$ cat src/rtl/effect_scheduler.sv
// Stereo effect scheduler: arbitrates left/right samples onto one shared clipping datapath.
// Optional clip statistics counter enabled by defining EFFECT_SCHEDULER_CLIP_STATS_EN.
module effect_scheduler #(
  parameter int DATA_WIDTH = 32,
  parameter int TIMEOUT    = 255
) (
  input  logic                  CLK,
  input  logic                  rst,
  input  logic                  en,
  input  logic                  audio_ready_l,
  input  logic                  audio_ready_r,
  input  logic [DATA_WIDTH-1:0] x_l,
  input  logic [DATA_WIDTH-1:0] x_r,
  output logic                  dp_start,
  output logic [DATA_WIDTH-1:0] dp_in,
  input  logic                  dp_done,
  input  logic [DATA_WIDTH-1:0] dp_out,
  output logic [DATA_WIDTH-1:0] y_l,
  output logic [DATA_WIDTH-1:0] y_r,
  output logic                  y_valid_l,
  output logic                  y_valid_r,
  output logic                  indicator,
  output logic                  overrun,
  output logic                  timeout_err,
  output logic [15:0]           clip_count
);

  localparam int CW = (TIMEOUT < 2) ? 1 : $clog2(TIMEOUT + 1);

  typedef enum logic [1:0] {S_IDLE, S_ISSUE, S_WAIT} state_t;
  typedef enum logic {CH_L, CH_R} chan_t;

  state_t                state;
  chan_t                 grant, last;
  logic [CW-1:0]         wait_cnt;
  logic [DATA_WIDTH-1:0] hold_l, hold_r;
  logic                  pending_l, pending_r;

  logic                  expired, finish, clr_l, clr_r, pick_l;
  logic [DATA_WIDTH-1:0] grant_hold, result;

  // NOTE: every signal written here gets a default first, so no path can leave it unassigned and infer a latch.
  always_comb begin
    expired    = 1'b0;
    finish     = 1'b0;
    grant_hold = (grant == CH_L) ? hold_l : hold_r;
    result     = grant_hold;
    if (state == S_WAIT) begin
      expired = (wait_cnt == CW'(TIMEOUT - 1));
      finish  = dp_done || expired;
      if (dp_done) result = dp_out;
    end
    clr_l  = finish && (grant == CH_L);
    clr_r  = finish && (grant == CH_R);
    pick_l = pending_l && (!pending_r || last == CH_R);
  end

  assign indicator = en;

  // Later non-blocking writes in this block override earlier ones: capture beats clear, bypass beats completion.
  always_ff @(posedge CLK) begin
    if (rst) begin
      state       <= S_IDLE;
      grant       <= CH_L;
      last        <= CH_R;
      wait_cnt    <= '0;
      hold_l      <= '0;
      hold_r      <= '0;
      pending_l   <= 1'b0;
      pending_r   <= 1'b0;
      dp_start    <= 1'b0;
      dp_in       <= '0;
      y_l         <= '0;
      y_r         <= '0;
      y_valid_l   <= 1'b0;
      y_valid_r   <= 1'b0;
      overrun     <= 1'b0;
      timeout_err <= 1'b0;
    end else begin
      // NOTE: all sequential state uses non-blocking assignment so every read sees the pre-edge value.
      dp_start  <= 1'b0;
      y_valid_l <= 1'b0;
      y_valid_r <= 1'b0;

      case (state)
        S_IDLE: begin
          if (pending_l || pending_r) begin
            grant    <= pick_l ? CH_L : CH_R;
            dp_in    <= pick_l ? hold_l : hold_r;
            dp_start <= 1'b1;
            state    <= S_ISSUE;
          end
        end
        S_ISSUE: begin
          wait_cnt <= '0;
          state    <= S_WAIT;
        end
        S_WAIT: begin
          if (finish) begin
            if (grant == CH_L) begin
              y_l       <= result;
              y_valid_l <= 1'b1;
            end else begin
              y_r       <= result;
              y_valid_r <= 1'b1;
            end
            if (dp_done) last <= grant;
            else timeout_err <= 1'b1;
            state <= S_IDLE;
          end else begin
            wait_cnt <= wait_cnt + 1'b1;
          end
        end
        default: state <= S_IDLE;
      endcase

      if (clr_l) pending_l <= 1'b0;
      if (clr_r) pending_r <= 1'b0;

      if (en && audio_ready_l) begin
        if (pending_l && !clr_l) overrun <= 1'b1;
        hold_l    <= x_l;
        pending_l <= 1'b1;
      end
      if (en && audio_ready_r) begin
        if (pending_r && !clr_r) overrun <= 1'b1;
        hold_r    <= x_r;
        pending_r <= 1'b1;
      end

      if (!en && audio_ready_l) begin
        y_l       <= x_l;
        y_valid_l <= 1'b1;
      end
      if (!en && audio_ready_r) begin
        y_r       <= x_r;
        y_valid_r <= 1'b1;
      end
    end
  end

`ifdef EFFECT_SCHEDULER_CLIP_STATS_EN
  logic [15:0] clip_cnt;

  // A completion counts as a clip when the datapath changed the sample; saturates at all-ones.
  always_ff @(posedge CLK) begin
    if (rst) begin
      clip_cnt <= '0;
    end else if (state == S_WAIT && dp_done && dp_out != grant_hold && clip_cnt != 16'hFFFF) begin
      clip_cnt <= clip_cnt + 16'd1;
    end
  end

  assign clip_count = clip_cnt;
`else
  assign clip_count = '0;
`endif

endmodule

$ cat config.mk
export PLATFORM = sky130hd
export DESIGN_NAME = effect_scheduler
export DESIGN_NICKNAME = d
export VERILOG_FILES = /design/src/rtl/effect_scheduler.sv
export SDC_FILE = /design/constraint.sdc
export NUM_CORES = 1
export LEC_CHECK = 0
export ABC_AREA = 1
export CAP_MARGIN = 20
export CORE_UTILIZATION = 25
export DETAILED_ROUTE_END_ITERATION = 6
export GPL_ROUTABILITY_DRIVEN = 0
export PLACE_DENSITY_LB_ADDON = 0.15
export SLEW_MARGIN = 20
export SYNTH_ARGS = -nofsm -noshare
export SYNTH_HDL_FRONTEND = slang
export SYNTH_SLANG_ARGS = --single-unit
export TNS_END_PERCENT = 100
$ cat constraint.sdc
create_clock -name CLK -period 2.85 [get_ports CLK]
set_input_delay 0.4275 -clock CLK [delete_from_list [all_inputs] [get_ports CLK]]
set_output_delay 0.4275 -clock CLK [all_outputs]
set_load 0.01 [all_outputs]
==> impl_metrics.yaml <==
outcome:
  outcome: "finished, final reports clean"
global_route:
  grt_usage: 0.1936
  grt_start_max_net_pins: 52
  grt_pass1_vias: 7693
  antenna_found_initial: 0
  grt_pass1_wl_mm: 48.24
  grt-ovfl-total: 0
floorplanning:
  die_h_um: 182.6
  initial_utilization: 0.2564
  die-area_um2: 33340
  design.core.area_um2: 31800
  die_w_um: 182.6
  rows: 65
  io_pins: 220
clocking:
  clock_sinks: 179
  clock_latency_ns: 0.44
  cts_setup_buffers: 0
  ctsResizeCount: 0
  numCtsBuffers: 17
  cts-root-buf: "clkbuf_16"
  h-tree-depth: 4
  cts_max_path_buffers: 2
  path_clk_slew_ns: 0.06
  cts_tree: "yes"
  cts_hold_buf: 0
worst_hold_path:
  holdCritPathClass: "flip-flop to flip-flop"
  hold-path-endpoint: "dp_in[27]"
  min_from: "hold_r[27]"
  worstHoldPathCells: 2
drt:
  vias_per_cell: 4.555
  vias: 8035
  drc: 0
  dr.pass1.iters: 5
  drt_wl_total_mm: 32.24
  drtIter0Drc: 597
  wl_per_cell_um: 18.27
  postRouteAntennaNets: 0
finish:
  multiInputGateArea_um2: 3980
  syn_to_final_growth_pct: 36.12
  fill_cells: 3414
  final_nets: 1420
  fin_cells: 1764
  insertedDiodeCount: 0
  drive_gt1_frac: 0.1008
  regArea_um2: 3585
worst_setup_path:
  start_kind: "input port"
  cp_common_cell: "clkdlybuf4s50_1"
  r2r_cells: 10
  crit_chain: "clkdlybuf4s50_1 > clkdlybuf4s50_1"
  cp_top_family: "buffers and inverters"
  endpoint_kind: "output pin"
  crit_type: "input port to output pin"
  worst-path-buf-inv: 2
  critPathMaxStageDelay_ns: 0.58
  cp_max_fo: 4
  worstPathRequired_ns: 2.42
  worst_path_max_delay_cell: "clkdlybuf4s50_1"
  r2r-end: "y_l[1]"
  reg2reg_slack_ns: 1.00
  cp.arrival_ns: 1.59
  r2r-start: "wait_cnt[1]"
sta:
  clock.fmax_mhz: 496.6
  period_share: 0.7066
  finalMaxSlewViolations: 0
  worstMarginPinSlew_ns: 0.6626
  fin_tns_setup_ns: 0
  skew_ns: 0.02046
  slew-limit-headroom: 0.5576
  hold_ws_ns: 0.4874
  period_minus_slack_ns: 2.014
  setup_violations: 0
  hold_violations: 0
  rsz0062_at_grt: "no"
pwr:
  power.total_w: 0.006463
  vdd_drop_max_mv: 0.3629
  p_leak_nw: 4.120
  pwr_density_cell_nw_per_um2: 582.3
yosys:
  postSynthCellCount: 1153
  synth_cell_types: 29
  synth-seq-area-share: 0.4395
  netlist_area_um2: 8154
  synth_top_area_frac: 0.4395
  yosys.area.top_type: "dfxtp_1"
  avgSynthCellArea_um2: 7.072
  synthTopCellsByArea: "dfxtp_1, o21ai_0, nand2_1, nor2_1, o21ai_1"
  yosys_warnings: 0
  ys_ff_latch: 179
run:
  cap_violations: 0
placement:
  port_buffers: 203
  dp_hpwl_mm: 21.39
  post-place-cells: 1732
==> how the worst max path moves through the flow <==
stage                start         to  cells after the start
6_report                en  indicator                      2
4_1_cts                 en  indicator                      2
3_5_place_dp            en     y_r[3]                      8
3_3_place_gp            en     y_r[6]                      8
2_1_floorplan  wait_cnt[0]    y_r[18]                     12
5_1_grt                 en  indicator                      2
==> state kept, by name (all words and copies together), names as in the netlist <==
signal and cells:
state 2, y_valid_r 1, hold_l 32, y_valid_l 1
overrun 1, dp_start 1, last 1, grant 1
dp_in 32, timeout_err 1, wait_cnt 8, pending_r 1
pending_l 1, y_l 32, hold_r 32, y_r 32
==> layout by cell type (no fill, tap or decap), types with 2 or more instances in the layout <==
master           Yosys  final
nand2_1            215    215
nor2_1             213    213
clkdlybuf4s50_1      0    203
o21ai_0            178    178
dfxtp_1            179    178
o21ai_1             85     85
nor2_2              59     59
nand3_1             41     41
a31oi_1             32     32
inv_1               18     17
clkbuf_16            0     17
conb_1               1     16
buf_4               22     15
a21oi_1              9      9
buf_12               0      9
inv_2                5      5
inv_6                0      5
inv_4                3      4
nand2_2              3      3
nand2_4              3      3
inv_8                0      3
nand3_4              2      2
ha_1                 2      2
clkinvlp_4           0      2
clkinv_4             0      2
==> Yosys cell counts, drive strengths merged <==
library cell	number
a21oi	9
nand3	43
inv	26
or2	1
conb	1
buf	48
and3	1
dfxtp	179
a22oi	1
nand2	221
o311ai	1
nor2	273
xnor2	1
clkbuf	50
ha	2
o21ai	264
a31oi	32
==> area by class of cell <==
type,instances,area share
clock inverters,13,0.01037
multi-input cells,865,0.3586
repair buffers,227,0.2094
clock buffers,19,0.03991
well taps,435,0.04904
inverters,26,0.009694
flip-flops and latches,179,0.3230
==> layer usage <==
| metal | GRT usage | share of wire | wire, µm |
|---|---|---|---|
| met5 | 0 | 0 | 0 |
| met4 | 0.04807 | 0.012 | 371 |
| met3 | 0.03592 | 0.048 | 1563 |
| met2 | 0.3108 | 0.45 | 14660 |
| met1 | 0.2659 | 0.49 | 15650 |
==> through the flow <==
step / area [µm²] / setup slack (ns) / util
finish: 11100 / 0.8362 / 0.3490
global route: 11100 / 0.7912 / 0.3490
CTS: 11100 / 0.8169 / 0.3490
detailed placement: 10540 / 0.4915 / 0.3315
global placement: 10540 / 0.5142 / 0.3315
floorplan: 8210 / 1.431 / -
==> power breakdown <==
part / total [W] / leakage [nW] / switching, W / internal [W]
clock: 0.00230 / 0.271 / 0.00112 / 0.00118
combinational: 0.00133 / 2.37 / 0.000747 / 0.000580
sequential: 0.00284 / 1.48 / 0.000140 / 0.00270
total: 0.00646 / 4.12 / 0.00201 / 0.00445
==> cell families (layout without fill, tap and decap cells) <==
group	count (synthesis)	count (layout)	share of synthesized area
other cells	1	16	0.0004599
simple gates	539	539	0.2811
buf+inv	124	285	0.08025
fa+ha+maj	2	2	0.003068
flops	179	179	0.4395
xor+xnor	1	1	0.001074
compound gates	307	307	0.1946
No activity file was read; power rests on OpenSTA's default activity.
